===== src/rtl/alu_sequencer.sv =====
// alu_sequencer: fetches one opcode byte per instruction, decodes it and
// drives the ALU/register block control lines for exactly one execute cycle.
// Supports free-run (run=1) and single-step (run=0, one fetch per step pulse).
//
// Handshake: ir_req is registered and is the sequencer's "ready" for an opcode;
// ir_valid is the source's "valid". A byte is consumed only on a rising edge
// where ir_req and ir_valid are both high. ir_valid high while ir_req is low
// consumes nothing and the source must hold the byte.
module alu_sequencer (
    input  logic       clk,
    input  logic       rst,
    input  logic       run,
    input  logic       step,
    input  logic [7:0] ir_in,
    input  logic       ir_valid,
    output logic       ir_req,
    output logic       pc_inc,
    input  logic [3:0] fout,
    output logic [3:0] outctl,
    output logic [3:0] loadctl,
    output logic [1:0] arg_l,
    output logic [2:0] arg_r,
    output logic       alt,
    output logic       calcfn,
    output logic       cin,
    output logic       halted,
    output logic [1:0] dbg_state
);

    typedef enum logic [1:0] {
        S_FETCH = 2'd0,
        S_EXEC  = 2'd1,
        S_HALT  = 2'd2
    } state_e;

    state_e     state_q, state_d;
    logic [7:0] ir_q, ir_d;
    logic       arm_q, arm_d;
    logic       ir_req_q, ir_req_d;
    logic       pc_inc_q, pc_inc_d;
    logic       halted_q, halted_d;
    logic [3:0] outctl_q, outctl_d;
    logic [3:0] loadctl_q, loadctl_d;
    logic [1:0] arg_l_q, arg_l_d;
    logic [2:0] arg_r_q, arg_r_d;
    logic       alt_q, alt_d;
    logic       calcfn_q, calcfn_d;
    logic       cin_q, cin_d;

    // Decoded control word for the byte currently on ir_in
    logic [3:0] dec_outctl, dec_loadctl;
    logic [1:0] dec_arg_l;
    logic [2:0] dec_arg_r;
    logic       dec_alt, dec_calcfn, dec_cin;

    logic [2:0] op;
    logic       cbit;
    logic [1:0] dfld, sfld;
    logic       carry;
    logic       accept;
    logic       ir_is_hlt;

    // Only the carry flag feeds the sequencer; Z/V/N belong to other consumers.
    logic       unused_flags;
    assign unused_flags = &{1'b0, fout[3:1]};

    assign op     = ir_in[7:5];
    assign cbit   = ir_in[4];
    assign dfld   = ir_in[3:2];
    assign sfld   = ir_in[1:0];
    assign carry  = fout[0];
    assign accept = (state_q == S_FETCH) && ir_req_q && ir_valid;
    assign ir_is_hlt = (ir_q[7:4] == 4'hF) && (ir_q[1:0] == 2'b11);

    // Opcode decode into the control word (idle unless a defined op matches)
    always_comb begin
        dec_outctl  = 4'hF;
        dec_loadctl = 4'hF;
        dec_arg_l   = 2'd0;
        dec_arg_r   = 3'h7;
        dec_alt     = 1'b0;
        dec_calcfn  = 1'b1;
        dec_cin     = 1'b0;
        if (op != 3'b111) begin
            dec_arg_l   = dfld;
            dec_arg_r   = {1'b0, sfld};
            dec_loadctl = {2'b00, dfld};
            dec_calcfn  = 1'b0;
            case (op)
                3'b000: begin dec_outctl = 4'h5; dec_cin = cbit & carry; end
                3'b001: begin dec_outctl = 4'h5; dec_alt = 1'b1; dec_cin = cbit ? carry : 1'b1; end
                3'b010: dec_outctl = 4'h6;
                3'b011: begin dec_outctl = 4'h6; dec_alt = 1'b1; end
                3'b100: dec_outctl = 4'hA;
                3'b101: begin dec_outctl = 4'hA; dec_alt = 1'b1; end
                default: begin
                    dec_outctl = 4'h7;
                    dec_alt    = cbit;
                    dec_arg_r  = 3'h7;
                    dec_cin    = sfld[0] & carry;
                end
            endcase
        end else if (!cbit) begin
            dec_outctl  = {2'b00, sfld};
            dec_loadctl = {2'b00, dfld};
        end else if (sfld == 2'b00) begin
            dec_arg_l   = dfld;
            dec_arg_r   = 3'h6;
            dec_outctl  = 4'h5;
            dec_loadctl = {2'b00, dfld};
            dec_calcfn  = 1'b0;
        end
    end

    // Next state, step arming and registered output values
    always_comb begin
        state_d   = state_q;
        ir_d      = ir_q;
        arm_d     = arm_q;
        ir_req_d  = 1'b0;
        pc_inc_d  = 1'b0;
        halted_d  = halted_q;
        outctl_d  = 4'hF;
        loadctl_d = 4'hF;
        arg_l_d   = 2'd0;
        arg_r_d   = 3'h7;
        alt_d     = 1'b0;
        calcfn_d  = 1'b1;
        cin_d     = 1'b0;
        case (state_q)
            S_FETCH: begin
                if (accept) begin
                    state_d   = S_EXEC;
                    ir_d      = ir_in;
                    pc_inc_d  = 1'b1;
                    // A step arriving on the accepting edge stays pending
                    arm_d     = step;
                    outctl_d  = dec_outctl;
                    loadctl_d = dec_loadctl;
                    arg_l_d   = dec_arg_l;
                    arg_r_d   = dec_arg_r;
                    alt_d     = dec_alt;
                    calcfn_d  = dec_calcfn;
                    cin_d     = dec_cin;
                end else begin
                    arm_d    = arm_q | step;
                    ir_req_d = run | arm_d;
                end
            end
            S_EXEC: begin
                if (ir_is_hlt) begin
                    state_d  = S_HALT;
                    halted_d = 1'b1;
                    arm_d    = 1'b0;
                end else begin
                    state_d  = S_FETCH;
                    arm_d    = arm_q | step;
                    ir_req_d = run | arm_d;
                end
            end
            S_HALT: begin
                halted_d = 1'b1;
                arm_d    = 1'b0;
            end
            default: state_d = S_FETCH;
        endcase
    end

    // State and output registers, asynchronously cleared to idle
    always_ff @(posedge clk or negedge rst) begin
        if (!rst) begin
            state_q   <= S_FETCH;
            ir_q      <= 8'h00;
            arm_q     <= 1'b0;
            ir_req_q  <= 1'b0;
            pc_inc_q  <= 1'b0;
            halted_q  <= 1'b0;
            outctl_q  <= 4'hF;
            loadctl_q <= 4'hF;
            arg_l_q   <= 2'd0;
            arg_r_q   <= 3'h7;
            alt_q     <= 1'b0;
            calcfn_q  <= 1'b1;
            cin_q     <= 1'b0;
        end else begin
            state_q   <= state_d;
            ir_q      <= ir_d;
            arm_q     <= arm_d;
            ir_req_q  <= ir_req_d;
            pc_inc_q  <= pc_inc_d;
            halted_q  <= halted_d;
            outctl_q  <= outctl_d;
            loadctl_q <= loadctl_d;
            arg_l_q   <= arg_l_d;
            arg_r_q   <= arg_r_d;
            alt_q     <= alt_d;
            calcfn_q  <= calcfn_d;
            cin_q     <= cin_d;
        end
    end

    assign ir_req    = ir_req_q;
    assign pc_inc    = pc_inc_q;
    assign halted    = halted_q;
    assign outctl    = outctl_q;
    assign loadctl   = loadctl_q;
    assign arg_l     = arg_l_q;
    assign arg_r     = arg_r_q;
    assign alt       = alt_q;
    assign calcfn    = calcfn_q;
    assign cin       = cin_q;
    assign dbg_state = state_q;

endmodule


===== config.mk =====
export PLATFORM = sky130hd
export DESIGN_NAME = alu_sequencer
export DESIGN_NICKNAME = d
export VERILOG_FILES = /design/src/rtl/alu_sequencer.sv
export SDC_FILE = /design/constraint.sdc
export NUM_CORES = 1
export LEC_CHECK = 0
export ABC_AREA = 1
export BUFFER_PORTS_ARGS = -buffer_cell sky130_fd_sc_hd__buf_2
export CORE_UTILIZATION = 47
export CTS_BUF_LIST = sky130_fd_sc_hd__clkbuf_8 sky130_fd_sc_hd__clkbuf_16
export CTS_CLUSTER_DIAMETER = 120
export DETAILED_ROUTE_END_ITERATION = 6
export PLACE_DENSITY = 0.75
export RECOVER_POWER = 50
export SLEW_MARGIN = 0
export SYNTH_ARGS = -nofsm -noshare
export SYNTH_HDL_FRONTEND = slang
export SYNTH_SLANG_ARGS = --single-unit

===== constraint.sdc =====
create_clock -name clk -period 1.6 [get_ports clk]
set_input_delay 0.08 -clock clk [delete_from_list [all_inputs] [get_ports clk]]
set_output_delay 0.08 -clock clk [all_outputs]
set_load 0.01 [all_outputs]

**Yosys cells after proc, flatten, opt, wreduce, memory -nomap -nowiden**

Index checks and enable logic that the tools add are counted.

- Equality and inequality tests: 12
- Multiplexer cells: 49
- Bitwise gates (word level): 5
- Reductions and logical operators: 18

Operator list:

| cell | count |
|---|---|
| 2-to-1 mux 4 bit | 10 |
| 2-to-1 mux 1 bit | 21 |
| 2-to-1 mux 2 bit | 7 |
| 2-to-1 mux 3 bit | 4 |
| one-hot mux 4 bit (3 select lines) | 1 |
| == test 3 x 2 -> 1 bit, second input constant | 2 |
| == test 3 bit, second input constant | 2 |
| one-hot mux 1 bit (2 select lines) | 3 |
| one-hot mux 1 bit (3 select lines) | 2 |
| one-hot mux 2 bit (3 select lines) | 1 |
| AND reduction 2 bit | 3 |
| OR reduction 2 bit | 3 |
| OR reduction 3 bit | 2 |
| OR reduction 6 bit | 1 |
| == test 2 bit, second input constant | 2 |
| == test 4 bit, second input constant | 1 |
| zero test 2 bit | 2 |
| != test 2 bit, second input constant | 2 |
| OR reduction 4 bit | 1 |
| == test 3 x 1 -> 1 bit, second input constant | 1 |
| logical AND 1 bit | 3 |
| zero test 3 bit | 1 |
| != test 3 bit, second input constant | 1 |
| nonzero test 3 bit | 1 |
| 5 further kinds | 7 |

- Bits in registers: 30
- Bits of input ports: 17
- Output and inout bits: 21
- Logic and storage cells: 97

**Depth between registers and ports, before layout**

- Depth after elaboration: 6
- Depth in mapped cells: 7
- Gate-level depth less buffers: 7

**Least setup slack after synthesis**

OpenSTA, ideal clock, no wires.

- Path kind: flip-flop to flip-flop
- Start: reg state_q[0] (netlist: dbg_state[0])
- End: reg ir_q[7]
- Setup time: 0.125 ns
- Arrival: 1.180 ns
- Required time: 1.475 ns
- Slack: 0.295 ns
- Cell stages (with the launch flop): 5
- Buffers on the path: 0
- Clock period less this slack: 1.305 ns
- Path through: dfrtp_1 > inv_1 > ha_1 > nand3_2 > mux2_2

- Longest elaborated chain between the ends: 4

Ends and longest elaborated chain:

| what | line | text |
|---|---|---|
| start: declaration | 36 | `state_e state_q, state_d;` |
| start signal: assignment | 186 | `state_q <= state_d;` |
| zero test 2 bit (*) | 72, 130 |  |
| logical AND 1 bit (2 in a row) | 72 | `assign accept = (state_q == S_FETCH) && ir_req_q && ir_valid;` |
| AND reduction 2 bit (no line) (*) | -- |  |
| end signal: assignment | 187 | `ir_q <= ir_d;` |
| end: declaration | 37 | `logic [7:0] ir_q, ir_d;` |

Mark *: on every way between the ends. The rest lies on a longest branch, timed or not.
A chain may end at the register's enable or synchronous reset.

**Worst setup path in the final report**

- Start: reg state_q[0] (netlist: dbg_state[0])
- End: reg loadctl_q[1] (netlist: loadctl[1])

- Longest elaborated chain between the ends: 5

Ends and longest elaborated chain:

| what | line | text |
|---|---|---|
| zero test 2 bit (*) | 72, 130 |  |
| logical AND 1 bit (2 in a row) | 72 |  |
| 2-to-1 mux 4 bit | 132 | `if (accept) begin` |
| 2-to-1 mux 4 bit (*) | 130 | `case (state_q)` |
| via loadctl_d[1] | 43 | `logic [3:0] loadctl_q, loadctl_d;` |
| end signal: assignment | 193 | `loadctl_q <= loadctl_d;` |
| end: declaration | 43 |  |

Mark *: on every way through the listed nets, which the timed path passes. The rest lies on a longest branch.

==> run_results.csv <==
group,metric,value,unit
sta,clock.fmax,687,MHz
placement,post-place-ws,161,ps
floorplanning,initial_core_util,50.9,%
synth,ys_seq_area_share,59.5,%
synth,yosysTopAreaCellShare,34.6,%
worst_setup_path,required,1790,ps
global_route,grt_pass1_wl,3590,µm
clock_tree,root_buffer,"clkbuf_8",
worst_setup_path,cpPeakStageDelay,420,ps
worst_setup_path,cp-start-kind,"flip-flop",
worst_setup_path,worstSetupPathType,"flip-flop to flip-flop",
min_path,hold_end,"loadctl[0]$_DFF_PN1_",
finish,drive_gt1_share,30.6,%
synth,synth-main-ff-cell,"dfrtp_1",
pwr,p_leak,0.000692,µW
worst_setup_path,cp.arrival,1650,ps
pwr,power,1970,µW
floorplanning,io-pin-count,38,
synth,synthesis.area,0.00116,mm²
worst_setup_path,r2r_start,"dbg_state[0]$_DFFE_PN0P_",
worst_setup_path,critPathSlowestCell,"dfrtp_1",
placement,hpwlAfterDp,1740,µm
min_path,hold_depth,3,
clock_tree,cts_tree,"yes",
sta,clock_skew,8.88,ps
floorplanning,die_height,51.7,µm
detailed_routing,ant_nets,0,
clock_tree,clk_latency,270,ps
floorplanning,fp.dieW,51.7,µm
synth,syn_inst,122,
placement,numPortBuffers,34,
detailed_routing,drt-total-wl,2170,µm
clock_tree,cts_buffers,3,
pwr,p_sw,665,µW
job,maxCapViolCount,0,
status,status,"completed",
floorplanning,core_area,0.00228,mm²
pwr,p_int,1310,µW
synth,synth_area_leaders,"dfrtp_1 35%, dfstp_2 25%, nand2_1 11%",
finish,area_growth,21.3,%
synth,synth_edf_count,0,
placement,gp_congestion,0.814,
global_route,grt_start_max_net_pins,28,
worst_setup_path,crit_family,"flip-flops",
sta,layout_min_cycle_time,1460,ps
pwr,seqPwrFrac,50.2,%
detailed_routing,routedWlPerCell,11.5,µm
worst_setup_path,cp_max_fo,7,
sta,rsz0062_at_grt,"false",
placement,place_inst,183,
sta,hold_viol,0,
clock_tree,cts_setup_buffers,0,
sta,setup_tns,0,ps
sta,min_period_over_period,91.0,%
detailed_routing,drtIter0Drc,43,
synth,yosysTopAreaCell,"dfrtp_1",
synth,synth_nets,144,
clock_tree,cts.clk_slew.worst_paths,100,ps
synth,async_flop_share,100,%
finish,n_fill_cell,213,
clock_tree,clock_sinks,27,
worst_setup_path,regToRegEndpoint,"loadctl[1]$_DFF_PN1_",
sta,tightestPinTransition,643,ps
min_path,min-delay-start,"ir_in[2]",
floorplanning,rows,17,
floorplanning,die_area,0.00267,mm²
synth,avgSynthCellArea,9.50,µm²
sta,slew_violations,0,
detailed_routing,vias_per_cell,4.99,
pwr,swShare,33.7,%
finish,n_antenna_cell,0,
pwr,combPwrFrac,30.4,%
synth,ys_types,20,
worst_setup_path,worst-r2r-cell-count,5,
worst_setup_path,crit_buf_inv,1,
sta,setup_viol,0,
sta,setup_slack,143,ps
clock_tree,h-tree-depth,1,
global_route,antenna_found_initial,0,
sta,slew_headroom,57.1,%
worst_setup_path,path_cells,"inv_1 > ha_1 > nand3_2 > a31oi_1 > nand2_1",
global_route,track_usage,18.4,%
pwr,irDropWorstVdd,0.831,mV
finish,fin_cells,188,
worst_setup_path,r2r_slack,140,ps
clock_tree,clock_path_buffers,2,
finish,final_util,61.7,%
global_route,grt-ovfl-total,0,
synth,yosysMostFrequentCell,"nand2_1",
min_path,worstHoldPathType,"primary input to flip-flop",
synth,yosys_warnings,0,
synth,ys_ff_latch,27,
worst_setup_path,end_kind,"flip-flop",
detailed_routing,dr.pass1.iters,4,
synth,synth_commonest_cells,"34 x nand2_1, 16 x dfrtp_1, 15 x inv_1, 11 x dfstp_2, 10 x nor2_1",
finish,layout.nets,183,
detailed_routing,route.detailed.drc,0,
pwr,power_density,1400,mW/mm²
global_route,first_global_vias,873,
detailed_routing,via_count,938,
pwr,clkPwrFrac,19.4,%
area by class of cell:
type                            instances  area [µm²]  area share (%)
Tap cell                               28        35.0            2.49
Inverter                               16        60.1            4.27
Timing Repair Buffer                   36         176            12.6
Multi-Input combinational cell         77         397            28.2
Sequential cell                        27         689            49.1
Clock inverter                          1        6.26           0.445
Clock buffer                            3        41.3            2.94
placed cells by master (no fill, tap or decap), drive strengths merged:
master       count
clkbuf          13
buf             25
dlygate4sd3      1
a21oi            5
or2              1
ha               5
nand2           36
nor2            11
nand3            6
mux2             1
o21ai           10
a31oi            1
inv             17
dfstp           11
dfrtp           16
o211ai           1
power groups by stage:
stage	clock network [µW]	logic, µW	registers [µW]
after global routing	420	697	1010
final	383	599	991
after CTS	398	626	992
after detailed placement	0	623	1010
after global placement	0	596	989
after floorplan	0	349	1050
cell families (layout without fill, tap and decap cells):
logic type / Yosys count / in the layout / share of synthesized area, %
AOI/OAI and AO/OA: 17 / 17 / 7.99
and+or+nand+nor: 54 / 54 / 19.9
adders and majority gates: 5 / 5 / 5.40
DFF: 27 / 27 / 59.5
buffers and inverters: 18 / 56 / 6.26
muxes: 1 / 1 / 0.972
per-stage QoR:
step                instance area [µm²]  hold slack [ps]
detailed placement                 1360              118
global placement                   1360             97.2
global route                       1410             18.0
floorplan                          1160             -216
CTS                                1420             8.57
finish                             1410             11.2
worst register-to-register path: stages, from the launching register on:
cell and delay (ps):
dfrtp_1 420, inv_1 130, ha_1 200, nand3_2 170, a31oi_1 370, nand2_1 110
flip-flops by register name, summed over array words and instances, names as in the netlist, 2 cells and up:
signal / count
outctl: 4
dbg_state: 2
arg_r: 3
ir_q: 6
arg_l: 2
loadctl: 3
timing repair:
action,4_1_cts,5_1_grt
endpoints found under the hold margin,16,0
gates resized for setup,0,0
setup endpoints to repair,0,0
hold buffers,1,0
routing by layer:
metal  up-vias  share of wire, %  GRT usage (%)
met5         -                 0              0
met1       442                41           21.4
met2        36                52           33.3
li1        458                 -              -
met4         0              0.37           6.31
met3         2               6.8           3.80
worst max-delay path by stage:
stage / start / endpoint / slack [ps] / cells past startpoint
2_1_floorplan: dbg_state[0]$_DFFE_PN0P_ / ir_q[7]$_DFFE_PN0P_ / 300 / 4
3_3_place_gp: dbg_state[0]$_DFFE_PN0P_ / loadctl[0]$_DFF_PN1_ / 210 / 5
3_5_place_dp: dbg_state[0]$_DFFE_PN0P_ / loadctl[1]$_DFF_PN1_ / 160 / 5
4_1_cts: dbg_state[0]$_DFFE_PN0P_ / loadctl[1]$_DFF_PN1_ / 160 / 5
5_1_grt: dbg_state[0]$_DFFE_PN0P_ / alt$_DFF_PN0_ / 4 / 6
6_report: dbg_state[0]$_DFFE_PN0P_ / loadctl[1]$_DFF_PN1_ / 140 / 5
Power figures use the tool's default switching activity.
